### config.mk
export PLATFORM = sky130hd
export DESIGN_NAME = dense_layer
export DESIGN_NICKNAME = d
export VERILOG_FILES = /design/src/rtl/dense_layer.sv
export SDC_FILE = /design/constraint.sdc
export NUM_CORES = 1
export LEC_CHECK = 0
export CAP_MARGIN = 10
export CORE_ASPECT_RATIO = 0.8
export CORE_UTILIZATION = 36
export DETAILED_ROUTE_END_ITERATION = 6
export PLACE_DENSITY_LB_ADDON = 0.15
export SYNTH_ARGS = -nofsm -noshare
export SYNTH_HDL_FRONTEND = slang
export SYNTH_SLANG_ARGS = --single-unit
export TNS_END_PERCENT = 100
### constraint.sdc
create_clock -name clk -period 6.7 [get_ports clk]
set_input_delay 1.675 -clock clk [delete_from_list [all_inputs] [get_ports clk]]
set_output_delay 1.675 -clock clk [all_outputs]
set_load 0.02 [all_outputs]
### src/rtl/dense_layer.sv
// dense_layer: fully connected layer, one MAC per cycle over IN_SIZE features for each of OUT_SIZE neurons.
// Define DENSE_RELU_EN to clamp negative results to zero before they are written.
module dense_layer #(
  parameter int IN_SIZE   = 1764,
  parameter int OUT_SIZE  = 10,
  parameter int BIT_WIDTH = 16,
  parameter int FRAC_BITS = 8,
  parameter int ACC_WIDTH = 40
) (
  input  logic                                clk,
  input  logic                                rst,
  input  logic                                start,
  input  logic [BIT_WIDTH-1:0]                data_rd,
  output logic [$clog2(IN_SIZE)-1:0]          addr_rd,
  input  logic [BIT_WIDTH-1:0]                weight_rd,
  output logic [$clog2(IN_SIZE*OUT_SIZE)-1:0] weight_addr,
  input  logic [BIT_WIDTH-1:0]                bias_rd,
  output logic [$clog2(OUT_SIZE)-1:0]         bias_addr,
  output logic [BIT_WIDTH-1:0]                data_wr,
  output logic [$clog2(OUT_SIZE)-1:0]         addr_wr,
  output logic                                wren,
  output logic                                busy,
  output logic                                done
);
  localparam int AW = $clog2(IN_SIZE);
  localparam int WW = $clog2(IN_SIZE*OUT_SIZE);
  localparam int NW = $clog2(OUT_SIZE);
  localparam logic [AW-1:0] LAST_IDX = AW'(IN_SIZE-1);
  localparam logic [NW-1:0] LAST_NEURON = NW'(OUT_SIZE-1);
  localparam logic signed [ACC_WIDTH-1:0] MAXV = ACC_WIDTH'((2**(BIT_WIDTH-1))-1);
  localparam logic signed [ACC_WIDTH-1:0] MINV = -MAXV - ACC_WIDTH'(1);
  typedef enum logic [2:0] {IDLE, MAC, DRAIN, WRITE, DONE} state_t;
  state_t state;
  logic [AW-1:0] idx;
  logic [NW-1:0] neuron;
  logic vld;
  logic signed [ACC_WIDTH-1:0] acc, sum, shr;
  logic signed [2*BIT_WIDTH-1:0] prod;
  logic signed [BIT_WIDTH-1:0] bias_q, sat, res;
  always_comb begin
    prod = $signed(data_rd) * $signed(weight_rd);
    sum = acc + (ACC_WIDTH'(bias_q) <<< FRAC_BITS);
    shr = sum >>> FRAC_BITS;
    sat = shr > MAXV ? MAXV[BIT_WIDTH-1:0] : shr < MINV ? MINV[BIT_WIDTH-1:0] : shr[BIT_WIDTH-1:0];
  end
`ifdef DENSE_RELU_EN
  assign res = sat[BIT_WIDTH-1] ? '0 : sat;
`else
  assign res = sat;
`endif
  assign addr_rd = idx;
  assign weight_addr = WW'(neuron) * WW'(IN_SIZE) + WW'(idx);
  assign bias_addr = neuron;
  assign wren = state == WRITE;
  assign data_wr = wren ? res : '0;
  assign addr_wr = wren ? neuron : '0;
  assign busy = state != IDLE;
  assign done = state == DONE;
  // vld marks the cycle in which the product of the previously issued address is on the read ports
  always_ff @(posedge clk or posedge rst) begin
    if (rst) begin
      state <= IDLE;
      idx <= '0;
      neuron <= '0;
      vld <= 1'b0;
      acc <= '0;
      bias_q <= '0;
    end else begin
      vld <= state == MAC;
      if (vld) acc <= acc + ACC_WIDTH'(prod);
      case (state)
        IDLE: if (start) begin
          state <= MAC;
          idx <= '0;
          neuron <= '0;
          acc <= '0;
        end
        MAC: begin
          idx <= idx == LAST_IDX ? '0 : idx + 1'b1;
          if (idx == LAST_IDX) state <= DRAIN;
        end
        DRAIN: begin
          bias_q <= bias_rd;
          state <= WRITE;
        end
        WRITE: if (neuron == LAST_NEURON) begin
          state <= DONE;
          neuron <= '0;
        end else begin
          state <= MAC;
          neuron <= neuron + 1'b1;
          acc <= '0;
        end
        DONE: state <= IDLE;
        default: state <= IDLE;
      endcase
    end
  end
endmodule
==> results.md, run 1 <==
- The synthesized area per cell is 9.04 um^2.
- Timing would allow up to 136 MHz.
- The beginning of the critical path is data_rd[15].
- Synthesis inferred 75 register bits.
- The CTS tree is done.
- The register clock-pin slew on the reported worst setup and hold paths is 60 ps.
- The buffer depth of the longest clock path is 2.
- The instance count of the mapped netlist is 2063.
- For this run, the number of Yosys warnings is 0.
- The flow ran to the end, but the final reports show violations.
- In this run the register-to-register setup slack is 1260 ps.
- The number of global-route vias before repair was 16400.
- The total area inside the core boundary comes to 0.0511 mm^2.
- In the synthesized netlist the async set-or-reset flop fraction comes to 1.00.
- Across all setup checks in the final design, the least slack found is -659 ps.
- The number of max-slew violations in the final report is 0.
- The endpoint identified for the worst register-to-register timing path is acc[38]$_DFF_PP0_.
- For this configuration, the core starts out at a cell density of 0.365.
- The number of nets at the end of the flow is 2985.
- The total I/O pin count is 104.
- Among the stages of the critical path, the cell type that occurs most often is sky130_fd_sc_hd__fa_1.
- Setup violations remaining at the end of the flow were counted as 21.
- The average vias per placed instance is 4.82.
- Final hold analysis gives a worst-case slack of 514 ps.
- The post-synthesis cell area is 0.0187 mm^2.
- The number of iterations in the first detailed-routing pass is 5.
- In this design, the stage delay of the slowest critical-path cell is 530 ps.
- The global-route wire length before repair is 84.0 mm.
- The clock sink count is 75.
- The area added between synthesis and finish is 30.8%.
- The largest fanout of any net on the critical path is 6.
- Across every metal layer, demand over resource in global routing totals 0.200.
- The post-synth net total is 2625.
- For this run, design rule violations remaining after detail routing come to 0.
- The die is 257 um wide.
- The final cell count without fillers is 3113.
- The tree is rooted in a sky130_fd_sc_hd__clkbuf_16.
- After legalization and detailed placement, the total HPWL measured 41.3 mm.
- The number of cells on the worst reg-to-reg path is 20.
- In the finished design, the share of the clock period the worst path needs comes to 1.10.
- The later pin in the worst-skew pair is clocked with a latency of 360 ps.
- The quantity of I/O buffers inserted on ports is 103.
- The depth of the CTS H-tree is 3.
- The post-route core utilization is 0.477.
- For this block, the routed nets add up to 50.3 mm of wire.
- The total overflow left after global routing is 0.
- Buffers inserted to repair hold after CTS numbered 0.
- STA classifies the critical path endpoint as a flop.
- Setup repair after global routing could not meet its margin everywhere.
- The capture point of the worst path is acc[38]$_DFF_PP0_.
- The critical setup path kind is primary input to flop.
- The worst clock skew on the final layout is 8.13 ps.
- The share of the yosys chip area belonging to registers is 0.101.
- Among all stages on the critical path, the largest delay is contributed by sky130_fd_sc_hd__fa_2.
- The fill cell total of the finished layout is 4980.
- Prior to clock tree synthesis, the placed netlist has a worst setup slack of -1620 ps.
- The count of endpoints failing hold in the final timing report came to 0.
- The number of antenna violations at the first check in global routing is 1.
- The start of the worst register-to-register path is acc[15]$_DFF_PP0_.
- The arrival time of the worst setup path is 7620 ps.
- The flip-flop cell with the highest count after synthesis is sky130_fd_sc_hd__dfrtp_1.
- For the pin with the worst max-slew slack, the measured transition is 1000 ps.
- After detailed placement, the design holds a cell count of 3012.
- The kind of launch point of the worst setup path is a primary input.
- After synthesis, the netlist uses 80 different library cells.
- The layout cell share with drive strength beyond 1 is 0.252.
- The number of nets with antenna violations after routing is 0.
- The number of design-rule violations left by the first detailed-router iteration is 704.
- The routed wire length per instance is 16.2 um.
- The global placer's final weighted congestion is 0.837.
- The worst path in the final design needs a cycle of 7360 ps, including I/O delays and setup.
- The checks that failed: negative setup slack.
- The tightest min-delay check is of the flop to flop type.
- The floorplan has 74 rows.
- Counting the buffers created by CTS gives 9.
- Max-cap violations in this run came to 0.
- The total vias in the final route is 15000.
- Entering global routing, the biggest net connects 76 pins.
- The total die area is 0.0527 mm^2.
- The worst endpoint required time is 6960 ps.
- The height of the die is 206 um.
- In this run, synthesis inferred 0 flip-flops with an integrated enable.
- In this run the tightest slew margin relative to its limit is 0.332.
[worst max-delay path, delay by kind of cell]
kind / cells / cell delay (ps)
AOI/OAI and AO/OA: 6 / 1330
and+or+nand+nor: 5 / 660
adders and majority gates: 7 / 3340
buffers and inverters: 8 / 620
[what timing repair did]
item / CTS / global route
gates resized for setup: 244 / 177
gates cloned: 3 / 1
pin swaps: 162 / 129
buffers inserted: 77 / 33
setup endpoints to repair: 30 / 43
[metal layers]
metal	share of wire	track usage
met1	0.48	0.274
met2	0.48	0.342
met3	0.023	0.0260
met4	0.015	0.0355
met5	0	0
[cells by family (layout without fill, tap and decap cells)]
family / count (synthesis) / after routing / share of synthesized area
buffers and inverters: 511 / 876 / 0.105
and+or+nand+nor: 534 / 534 / 0.139
AOI/OAI and AO/OA: 310 / 310 / 0.116
other: 0 / 1 / 0
adders and majority gates: 511 / 511 / 0.478
xor gates and xnor gates: 81 / 81 / 0.0380
DFF: 75 / 75 / 0.101
muxes: 41 / 41 / 0.0231
[area by class of cell]
| type | count | area, um^2 | share of cell area |
|---|---|---|---|
| Antenna cell | 1 | 2.50 | 0.000103 |
| Tap cell | 684 | 856 | 0.0351 |
| Clock inverter | 3 | 68.8 | 0.00282 |
| Timing Repair Buffer | 414 | 3910 | 0.160 |
| Multi-Input combinational cell | 1477 | 15700 | 0.645 |
| Clock buffer | 13 | 270 | 0.0111 |
| Inverter | 446 | 1680 | 0.0688 |
| Sequential cell | 75 | 1880 | 0.0770 |
[worst min-delay path by stage]
stage,from,endpoint,cells after the start
after global routing,bias_q[6]$_DFFE_PP0P_,bias_q[6]$_DFFE_PP0P_,1
after detailed placement,bias_q[14]$_DFFE_PP0P_,bias_q[14]$_DFFE_PP0P_,1
after global placement,bias_q[13]$_DFFE_PP0P_,bias_q[13]$_DFFE_PP0P_,1
after CTS,bias_q[14]$_DFFE_PP0P_,bias_q[14]$_DFFE_PP0P_,1
final,bias_q[14]$_DFFE_PP0P_,bias_q[14]$_DFFE_PP0P_,1
after floorplan,bias_q[10]$_DFFE_PP0P_,bias_q[10]$_DFFE_PP0P_,1
[layout by cell type (no fill, tap or decap), drive strengths merged, types with 7 or more instances in the layout]
cell             n
xor2            22
a211oi          17
o21a             8
mux2i           25
o22ai            7
xnor2           59
nand2          194
nor2           101
o21bai          18
nand3           21
o211ai          23
nor4             7
and3            10
ha             175
clkdlybuf4s50   72
a21o            33
inv            445
nand4           21
a21oi           80
nor2b           13
buf            331
nor3            21
clkbuf          22
and2           123
fa             336
o21ai           68
mux2            16
o31ai            7
nand2b           9
dfrtp           75
[cells in the mapped netlist (21+ instances only)]
master                     instances  share of area
sky130_fd_sc_hd__fa_1            336           0.36
sky130_fd_sc_hd__o21ai_0          60          0.016
sky130_fd_sc_hd__nor2_1          101          0.020
sky130_fd_sc_hd__inv_1           445          0.090
sky130_fd_sc_hd__mux2i_1          25          0.013
sky130_fd_sc_hd__nand2_1         194          0.039
sky130_fd_sc_hd__nand3_1          21         0.0056
sky130_fd_sc_hd__xor2_1           22          0.010
sky130_fd_sc_hd__nand4_1          21         0.0070
sky130_fd_sc_hd__clkbuf_1         52          0.010
sky130_fd_sc_hd__ha_1            175           0.12
sky130_fd_sc_hd__xnor2_1          59          0.028
sky130_fd_sc_hd__a21oi_1          79          0.021
sky130_fd_sc_hd__a21o_1           33          0.013
sky130_fd_sc_hd__nor3_1           21         0.0056
sky130_fd_sc_hd__dfrtp_1          75           0.10
sky130_fd_sc_hd__and2_1          123          0.041
[sequential cells by signal, indices dropped and copies added (netlist names)]
name       flops
acc           40
vld            1
bias_addr      4
bias_q        16
addr_rd       11
state          3
[stage by stage]
stage	TNS [ps]	area (um^2)
floorplan	-3900	19200
global placement	-29730	22500
detailed placement	-31070	22500
CTS	-8760	24000
global route	-11450	24400
finish	-7260	24400
Power of run 1 is not shown: default switching activity piles up to over one toggle a cycle in this logic, so the estimate is an artifact.
==> run 2, diff against run 1 <==
--- a/config.mk
+++ b/config.mk
@@ -5,7 +5,7 @@
 export SDC_FILE = /design/constraint.sdc
 export NUM_CORES = 1
 export LEC_CHECK = 0
-export CAP_MARGIN = 10
+export CAP_MARGIN = 20
 export CORE_ASPECT_RATIO = 0.8
 export CORE_UTILIZATION = 36
 export DETAILED_ROUTE_END_ITERATION = 6
==> results.md, run 2 (same netlist as run 1, synthesis figures left out) <==
- The worst setup path is launched from a primary input.
- The number of global-route vias before repair is 16400.
- The critical setup path kind is primary input to flop.
- The count of endpoints failing hold in the final timing report is 0.
- The clock latency on the worst-skew pair is 360 ps.
- The count of nets left with antenna violations once routing finished came out at 0.
- The HPWL after detailed placement is 41.3 mm.
- The average vias per placed instance is 4.83.
- The overall fraction of global-route tracks in use is 0.200.
- Along the worst hold path, the cell count comes to 1.
- The checks that failed: negative setup slack.
- The flip-flop count of the largest register, all copies and words added is 40.
- Of the available clock period, the critical path in the final layout requires 1.10.
- The most common cell after layout, fill and taps aside is sky130_fd_sc_hd__inv_1.
- The number of clock buffers added by TritonCTS is 9.
- The cell with the most instances on the worst path is sky130_fd_sc_hd__fa_1.
- The total vias in the final route is 15000.
- The first global-routing pass estimated 84.0 mm of wire.
- The clock sink count is 75.
- The standard-cell row count is 74.
- The buffer depth of the longest clock path is 2.
- In the layout the commonest cells are 405 x sky130_fd_sc_hd__inv_1, 320 x sky130_fd_sc_hd__fa_1, 220 x sky130_fd_sc_hd__buf_4.
- The routing usage on met1 is 0.274.
- The height of the die is 206 um.
- The die is 257 um wide.
- The beginning of the critical path is data_rd[15].
- The layout cell share with drive strength beyond 1 is 0.252.
- The total congestion overflow is 0.
- The number of design-rule violations left by the first detailed-router iteration is 708.
- Across all setup checks in the final design, the least slack found is -659 ps.
- TritonCTS built the clock tree.
- In this run the tightest slew margin relative to its limit is 0.432.
- The startpoint identified for the worst hold timing path is bias_q[14]$_DFFE_PP0P_.
- The finished layout holds 3114 standard cells, fillers aside.
- The tightest min-delay check is of the flop to flop type.
- met2 is the most crowded layer.
- Of all nets on the critical path, the largest fanout is 6.
- The register clock-pin slew on the reported worst setup and hold paths is 60 ps.
- Data arrives at the worst endpoint at 7620 ps.
- The global routing met3 resource utilization is 0.0260.
- The critical path's top delay family is adder cells.
- The quantity of I/O buffers inserted on ports is 103.
- On the worst path, the slowest cell contributes a delay of 530 ps.
- Including well taps, the total number of placed cells is 3012.
- The die covers 0.0527 mm^2.
- The starting density of the core is 0.365.
- Entering global routing, the biggest net connects 76 pins.
- The cell with the biggest individual delay on the critical path is sky130_fd_sc_hd__fa_2.
- The run finished, with violations left.
- The start of the worst register-to-register path is acc[15]$_DFF_PP0_.
- The worst path in the final design needs a cycle of 7360 ps, including I/O delays and setup.
- On the final layout, the worst clock skew is 8.72 ps.
- In the final design database the tool counted 2986 nets.
- The number of antenna violations at the first check in global routing is 1.
- Timing analysis after detailed placement gives a worst setup slack of -1620 ps.
- After floorplanning, the core was sized to cover 0.0511 mm^2.
- The routed design has 50.3 mm of wire.
- Derived from the worst setup path, the maximum achievable clock frequency is 136 MHz.
- Setup repair after global routing could not meet its margin everywhere.
- The number of max-slew violations in the final report is 0.
- For the worst setup path, the data required time is 6960 ps.
- After detailed routing, the number of remaining DRC violations is 0.
- The worst reg2reg path depth is 20.
- In this run the number of cells on the critical path is 26.
- The buffering stage count on the worst path with inverters included is 8.
- For this run, global-route usage on met2 was measured as 0.342.
- The global placer's final weighted congestion is 0.837.
- The register with the most flip-flops is acc.
- The depth of the CTS H-tree is 3.
- The actual slew at the worst max-slew pin is 844 ps.
- The first detailed-routing pass ran for 7 iterations.
- In the final routed layout, each cell accounts on average for 16.2 um.
- The kind of capture point of the worst setup path is a flop.
- The total I/O pin count is 104.
- The number of violations of the max-capacitance limit is 0.
- The library cell used as clock root buffer is sky130_fd_sc_hd__clkbuf_16.
- The area added between synthesis and finish is 30.9%.
- The final count of negative-setup-slack endpoints is 21.
run 2: final timing paths:
path,slack (ps),to
hold reg to reg,510,bias_q[14]$_DFFE_PP0P_
setup reg to reg,1260,acc[38]$_DFF_PP0_
setup / recovery,-660,acc[38]$_DFF_PP0_
max in group asynchronous,4520,acc[38]$_DFF_PP0_
hold / removal,510,bias_q[14]$_DFFE_PP0P_
min in group asynchronous,1610,acc[3]$_DFF_PP0_
run 2: final cells by class:
cell class	instances	area, um^2
Antenna cell	1	2.50
Clock buffer	13	270
Clock inverter	3	68.8
Fill cell	4977	26700
Inverter	446	1680
Multi-Input combinational cell	1477	15700
Sequential cell	75	1880
Tap cell	684	856
Timing Repair Buffer	415	3940
run 2: through the flow:
step,hold WS (ps),setup TNS [ps],cell area (um^2),util
after CTS,515,-8760,24000,0.470
final,514,-7250,24400,0.478
after detailed placement,501,-31070,22500,0.440
after global placement,497,-29730,22500,0.440
after floorplan,485,-3900,19200,-
after global routing,530,-11450,24400,0.478
run 2: worst register-to-register path, cell delays in order, from the launching register on:
cell                       delay [ps]
sky130_fd_sc_hd__dfrtp_1          410
sky130_fd_sc_hd__inv_1             90
sky130_fd_sc_hd__fa_1             500
sky130_fd_sc_hd__inv_1             50
sky130_fd_sc_hd__fa_1             520
sky130_fd_sc_hd__fa_1             450
sky130_fd_sc_hd__fa_1             550
sky130_fd_sc_hd__inv_2             40
sky130_fd_sc_hd__fa_1             510
sky130_fd_sc_hd__inv_2             40
sky130_fd_sc_hd__ha_4             270
sky130_fd_sc_hd__and3_4           210
sky130_fd_sc_hd__nand3_4           80
sky130_fd_sc_hd__a211oi_4         340
sky130_fd_sc_hd__o21bai_4         140
sky130_fd_sc_hd__a21oi_2          200
sky130_fd_sc_hd__o41ai_2           90
sky130_fd_sc_hd__o21ai_1          190
sky130_fd_sc_hd__nor4_2            80
sky130_fd_sc_hd__o311a_1          370
sky130_fd_sc_hd__nor4_2           220
run 2: what timing repair did:
action,in CTS,in global routing
cloned,3,1
pin swaps,162,129
endpoints found under the setup margin,30,43
gates resized for setup,244,177
hold buffers,0,0
setup buffers,77,33
run 2: per-layer routing:
metal | wire length (um) | part of all wire | up-vias
li1 | - | - | 7234
met1 | 23900 | 0.48 | 7576
met2 | 24300 | 0.48 | 180
met3 | 1370 | 0.027 | 50
met4 | 777 | 0.015 | 0
met5 | 0 | 0 | -
Power of run 2 is left out for the same reason.
==> variant 1 (config.mk and constraints of run 2) <==
Make the reset (`rst`) synchronous in one clocked block.
--- a/src/rtl/dense_layer.sv
+++ b/src/rtl/dense_layer.sv
@@ -57,7 +57,7 @@
   assign busy = state != IDLE;
   assign done = state == DONE;
   // vld marks the cycle in which the product of the previously issued address is on the read ports
-  always_ff @(posedge clk or posedge rst) begin
+  always_ff @(posedge clk) begin
     if (rst) begin
       state <= IDLE;
       idx <= '0;
Formal check against the unedited RTL: differs if rst is asserted again (counterexample within 4 cycles, from zero or initial values and one cycle with rst high); with rst held inactive, the same outputs for 10 cycles.
==> variant 1 against run 2 <==
- the flow still finishes with violations (setup timing)
- design area shrank 3.1%
- area after synthesis shrank 1.9%
- sequential cell count is the same
- routed wire length shrank 1.7%
- maximum frequency grew 1.8%
- die area shrank 1.8%
- worst setup slack gained 130 ps
- critical path type unchanged
- highest routed layer unchanged
Power is left out: the tool's default activity adds up to more than one toggle a clock period on the data nets, which glitch-free logic cannot reach.
==> variant 1: results <==
# TYPE chip_impl_metric gauge
chip_impl_info{name="result_of_the_run",value="complete, but fails checks"} 1
chip_impl_info{name="failing_checks",value="setup timing"} 1
chip_impl_metric{name="vias",unit=""} 15200
chip_impl_metric{name="critPathMaxStageDelay",unit="ps"} 560
chip_impl_info{name="dominantRegCellSynth",value="sky130_fd_sc_hd__dfxtp_1"} 1
chip_impl_metric{name="grt_max_degree",unit=""} 44
chip_impl_metric{name="drtPass1Iterations",unit=""} 5
chip_impl_metric{name="preCtsSetupSlack",unit="ps"} -1330
chip_impl_metric{name="critical_path_peak_fanout",unit=""} 5
chip_impl_info{name="cell_with_the_largest_stage_delay_on_the_worst_path",value="sky130_fd_sc_hd__fa_1"} 1
chip_impl_metric{name="seq_area_frac_synth",unit=""} 0.0820
chip_impl_metric{name="async_reset_ff_frac",unit=""} 0
chip_impl_metric{name="routabilityCongestion",unit=""} 0.864
chip_impl_metric{name="final-setup-viol-count",unit=""} 21
chip_impl_metric{name="yosysUniqueCellTypes",unit=""} 75
chip_impl_metric{name="detail_route.iter0.violations",unit=""} 693
chip_impl_info{name="post_synth_most_frequent_cells",value="452 x sky130_fd_sc_hd__inv_1, 336 x sky130_fd_sc_hd__fa_1, 230 x sky130_fd_sc_hd__nand2_1"} 1
chip_impl_metric{name="worstPathArrival",unit="ps"} 7480
chip_impl_metric{name="layout-drive-gt1-share",unit=""} 0.218
chip_impl_metric{name="hpwl_dp",unit="mm"} 40.4
chip_impl_metric{name="grt_pass1_vias",unit=""} 16500
chip_impl_metric{name="final_layout_net_count",unit=""} 2991
chip_impl_metric{name="fin_ws",unit="ps"} -527
chip_impl_metric{name="first_pass_grt_wire_length",unit="mm"} 83.6
chip_impl_metric{name="fin_worst_skew",unit="ps"} 8.69
==> variant 1: cell families after synthesis <==
| logic type | Yosys count |
|---|---|
| simple gates | 572 |
| buf+inv | 526 |
| fa+ha+maj | 511 |
| compound gates | 315 |
| xor+xnor | 78 |
| flops | 75 |
| mux | 28 |
==> variant 1: path summary, 6_finish.rpt <==
| kind | cells after the start | slack (ps) | endpoint | from |
|---|---|---|---|---|
| worst min-delay path | 2 | 470 | bias_q[7] | bias_q[7] |
| worst max register to register | 22 | 1340 | acc[39] | acc[15] |
| worst min register to register | 2 | 470 | bias_q[7] | bias_q[7] |
| worst max-delay path | 25 | -530 | acc[39] | data_rd[3] |
==> variant 1: through the flow <==
step                utilization  instances  cell area [um^2]
floorplan                     -       2105             18800
global placement          0.438       2994             21900
detailed placement        0.438       2994             21900
CTS                       0.464       3079             23200
global route              0.474       3108             23700
finish                    0.474       3108             23700
==> variant 1: area by class of cell <==
cell class | count | area (um^2)
flip-flops and latches | 75 | 1500
inverters | 453 | 1710
well taps | 675 | 845
clock inverters | 4 | 73.8
multi-input cells | 1504 | 15700
fillers | 4863 | 26300
clock buffers | 11 | 243
repair buffers | 386 | 3650
==> variant 1: worst register-to-register path, delay by kind of cell (launching register included) <==
family,cells,cell delay (ps)
adders and majority gates,6,2750
AOI/OAI and AO/OA,6,940
buffers and inverters,8,840
DFF,1,420
xor gates and xnor gates,1,170
and+or+nand+nor,1,150
==> variant 1: routing by layer <==
layer | up-vias | part of all wire
li1 | 7268 | -
met1 | 7633 | 0.47
met2 | 246 | 0.48
met3 | 47 | 0.039
met4 | 0 | 0.014
met5 | - | 0
==> variant 1: timing repair <==
| item | CTS | global route |
|---|---|---|
| endpoints found under the setup margin | 44 | 28 |
| resized for setup | 225 | 117 |
| cloned | 5 | 2 |
| buffers inserted | 67 | 37 |
| pin swaps | 109 | 94 |
==> variant 2 (flow settings as in run 2) <==
Made on the original files. Build with the macro `DENSE_RELU_EN` defined.
--- a/src/rtl/dense_layer.sv
+++ b/src/rtl/dense_layer.sv
@@ -1,5 +1,7 @@
 // dense_layer: fully connected layer, one MAC per cycle over IN_SIZE features for each of OUT_SIZE neurons.
 // Define DENSE_RELU_EN to clamp negative results to zero before they are written.
+`define DENSE_RELU_EN
+
 module dense_layer #(
   parameter int IN_SIZE   = 1764,
   parameter int OUT_SIZE  = 10,
Function: same outputs for any inputs over 10 cycles, from zero or initial values and one cycle with rst high; that may be too few to reach the edited logic, so the function may still have changed.
==> variant 2 against run 2 <==
- the flow still finishes with violations (setup timing)
- sequential share of layout area increased by 0.30 points
- global-route usage decreased by 0.28 points
- area after synthesis decreased by 0.88%
- worst hold slack about the same
- clock skew about the same
- worst setup slack got worse by 140 ps
- first-iteration DRC count decreased by 11%
- sequential cell count unchanged
- routed wire length decreased by 3.3%
- design area decreased by 3.7%
- critical path depth decreased by 3
- critical endpoint is now acc[39]
- largest cell class unchanged
Power is not shown: default switching activity piles up to over one toggle a cycle in this logic, so the estimate is an artifact.
==> variant 2: results <==
# TYPE chip_impl_metric gauge
chip_impl_info{name="result_of_the_run",value="complete, but fails checks"} 1
chip_impl_info{name="failing_checks",value="setup timing"} 1
chip_impl_metric{name="hpwl_dp",unit="mm"} 40.8
chip_impl_metric{name="grt_max_degree",unit=""} 62
chip_impl_metric{name="detailroute.wirelength.met3",unit="mm"} 1.28
chip_impl_metric{name="worst-r2r-setup-slack",unit="ps"} 1300
chip_impl_metric{name="detail_route.iter0.violations",unit=""} 630
chip_impl_metric{name="insertedDiodeCount",unit=""} 0
chip_impl_metric{name="syn_nets",unit=""} 2621
chip_impl_metric{name="dp_cells",unit=""} 2986
chip_impl_info{name="min_delay_worst_endpoint",value="bias_q[10]"} 1
chip_impl_metric{name="transition_time_at_the_pin_with_the_least_slew_margin",unit="ps"} 834
chip_impl_metric{name="yosysUniqueCellTypes",unit=""} 77
chip_impl_metric{name="fin_ws",unit="ps"} -801
chip_impl_metric{name="seq_area_frac_synth",unit=""} 0.101
chip_impl_metric{name="grt.total_usage",unit=""} 0.198
chip_impl_metric{name="worstPathArrival",unit="ps"} 7760
chip_impl_metric{name="fin_worst_skew",unit="ps"} 8.60
chip_impl_metric{name="worst-r2r-cell-count",unit=""} 17
chip_impl_metric{name="met2RoutedLength",unit="mm"} 23.9
chip_impl_metric{name="final-setup-viol-count",unit=""} 25
chip_impl_metric{name="grt_pass1_vias",unit=""} 16400
chip_impl_metric{name="layoutNonFillerInstCount",unit=""} 3061
chip_impl_info{name="post_synth_most_frequent_cells",value="446 x sky130_fd_sc_hd__inv_1, 336 x sky130_fd_sc_hd__fa_1, 198 x sky130_fd_sc_hd__nand2_1"} 1
chip_impl_metric{name="final_layout_net_count",unit=""} 2945
chip_impl_info{name="crit_path_end",value="acc[39]"} 1
chip_impl_metric{name="drtPass1Iterations",unit=""} 5
chip_impl_metric{name="buffer_ports.inserted",unit=""} 102
chip_impl_metric{name="holdWs",unit="ps"} 513
==> variant 2: cell count changes after synthesis, sizes merged, moves of 9 or more <==
cell / before / now
xnor2: 59 / 44
nand4: 21 / 9
a31oi: 3 / 21
o211ai: 23 / 4
a21o: 33 / 42
a21oi: 80 / 71
==> variant 2: per-layer routing <==
metal,vias to the layer above,global-route usage
met5,-,0
met1,7701,0.269
li1,7144,-
met2,186,0.344
met4,0,0.0355
met3,46,0.0193
==> variant 2: repair_timing <==
action | in CTS | in global routing
pin swaps | 104 | 44
cloned | 4 | 0
hold buffers | 0 | 0
endpoints found under the setup margin | 31 | 45
gates resized for setup | 253 | 66
buffers inserted | 44 | 17
==> variant 2: logic make-up (layout without fill, tap and decap cells) <==
group           after synthesis  after routing  share of synthesized area
buf+inv                     511            838                      0.105
fa+ha+maj                   511            511                      0.482
flops                        75             75                      0.101
simple gates                567            567                      0.154
compound gates              290            290                      0.104
other cells                   1              1                   0.000203
xor+xnor                     60             60                     0.0284
mux                          44             44                     0.0250
==> variant 2: metrics by stage <==
step                worst slack [ps]  TNS [ps]  utilization
floorplan                       -935     -5500            -
global placement               -1520    -35140        0.440
detailed placement             -1580    -34800        0.440
CTS                             -899    -10710        0.464
global route                   -1010    -17240        0.468
finish                          -801    -11840        0.468
==> variant 2: area by class of cell <==
type / count / area [um^2]
fill: 4880 / 26700
multi-input combinational: 1473 / 15300
timing repair buffer: 378 / 3500
sequential: 75 / 1880
inverter: 446 / 1680
tap: 675 / 845
clock buffer: 9 / 225
clock inverter: 5 / 56.3
==> variant 2: worst reg2reg max path, delay by kind of cell (launching register included) <==
family	cells	cell delay, ps
buffers and inverters	2	90
DFF	1	460
adders and majority gates	6	2570
AOI/OAI and AO/OA	6	1220
and+or+nand+nor	3	960
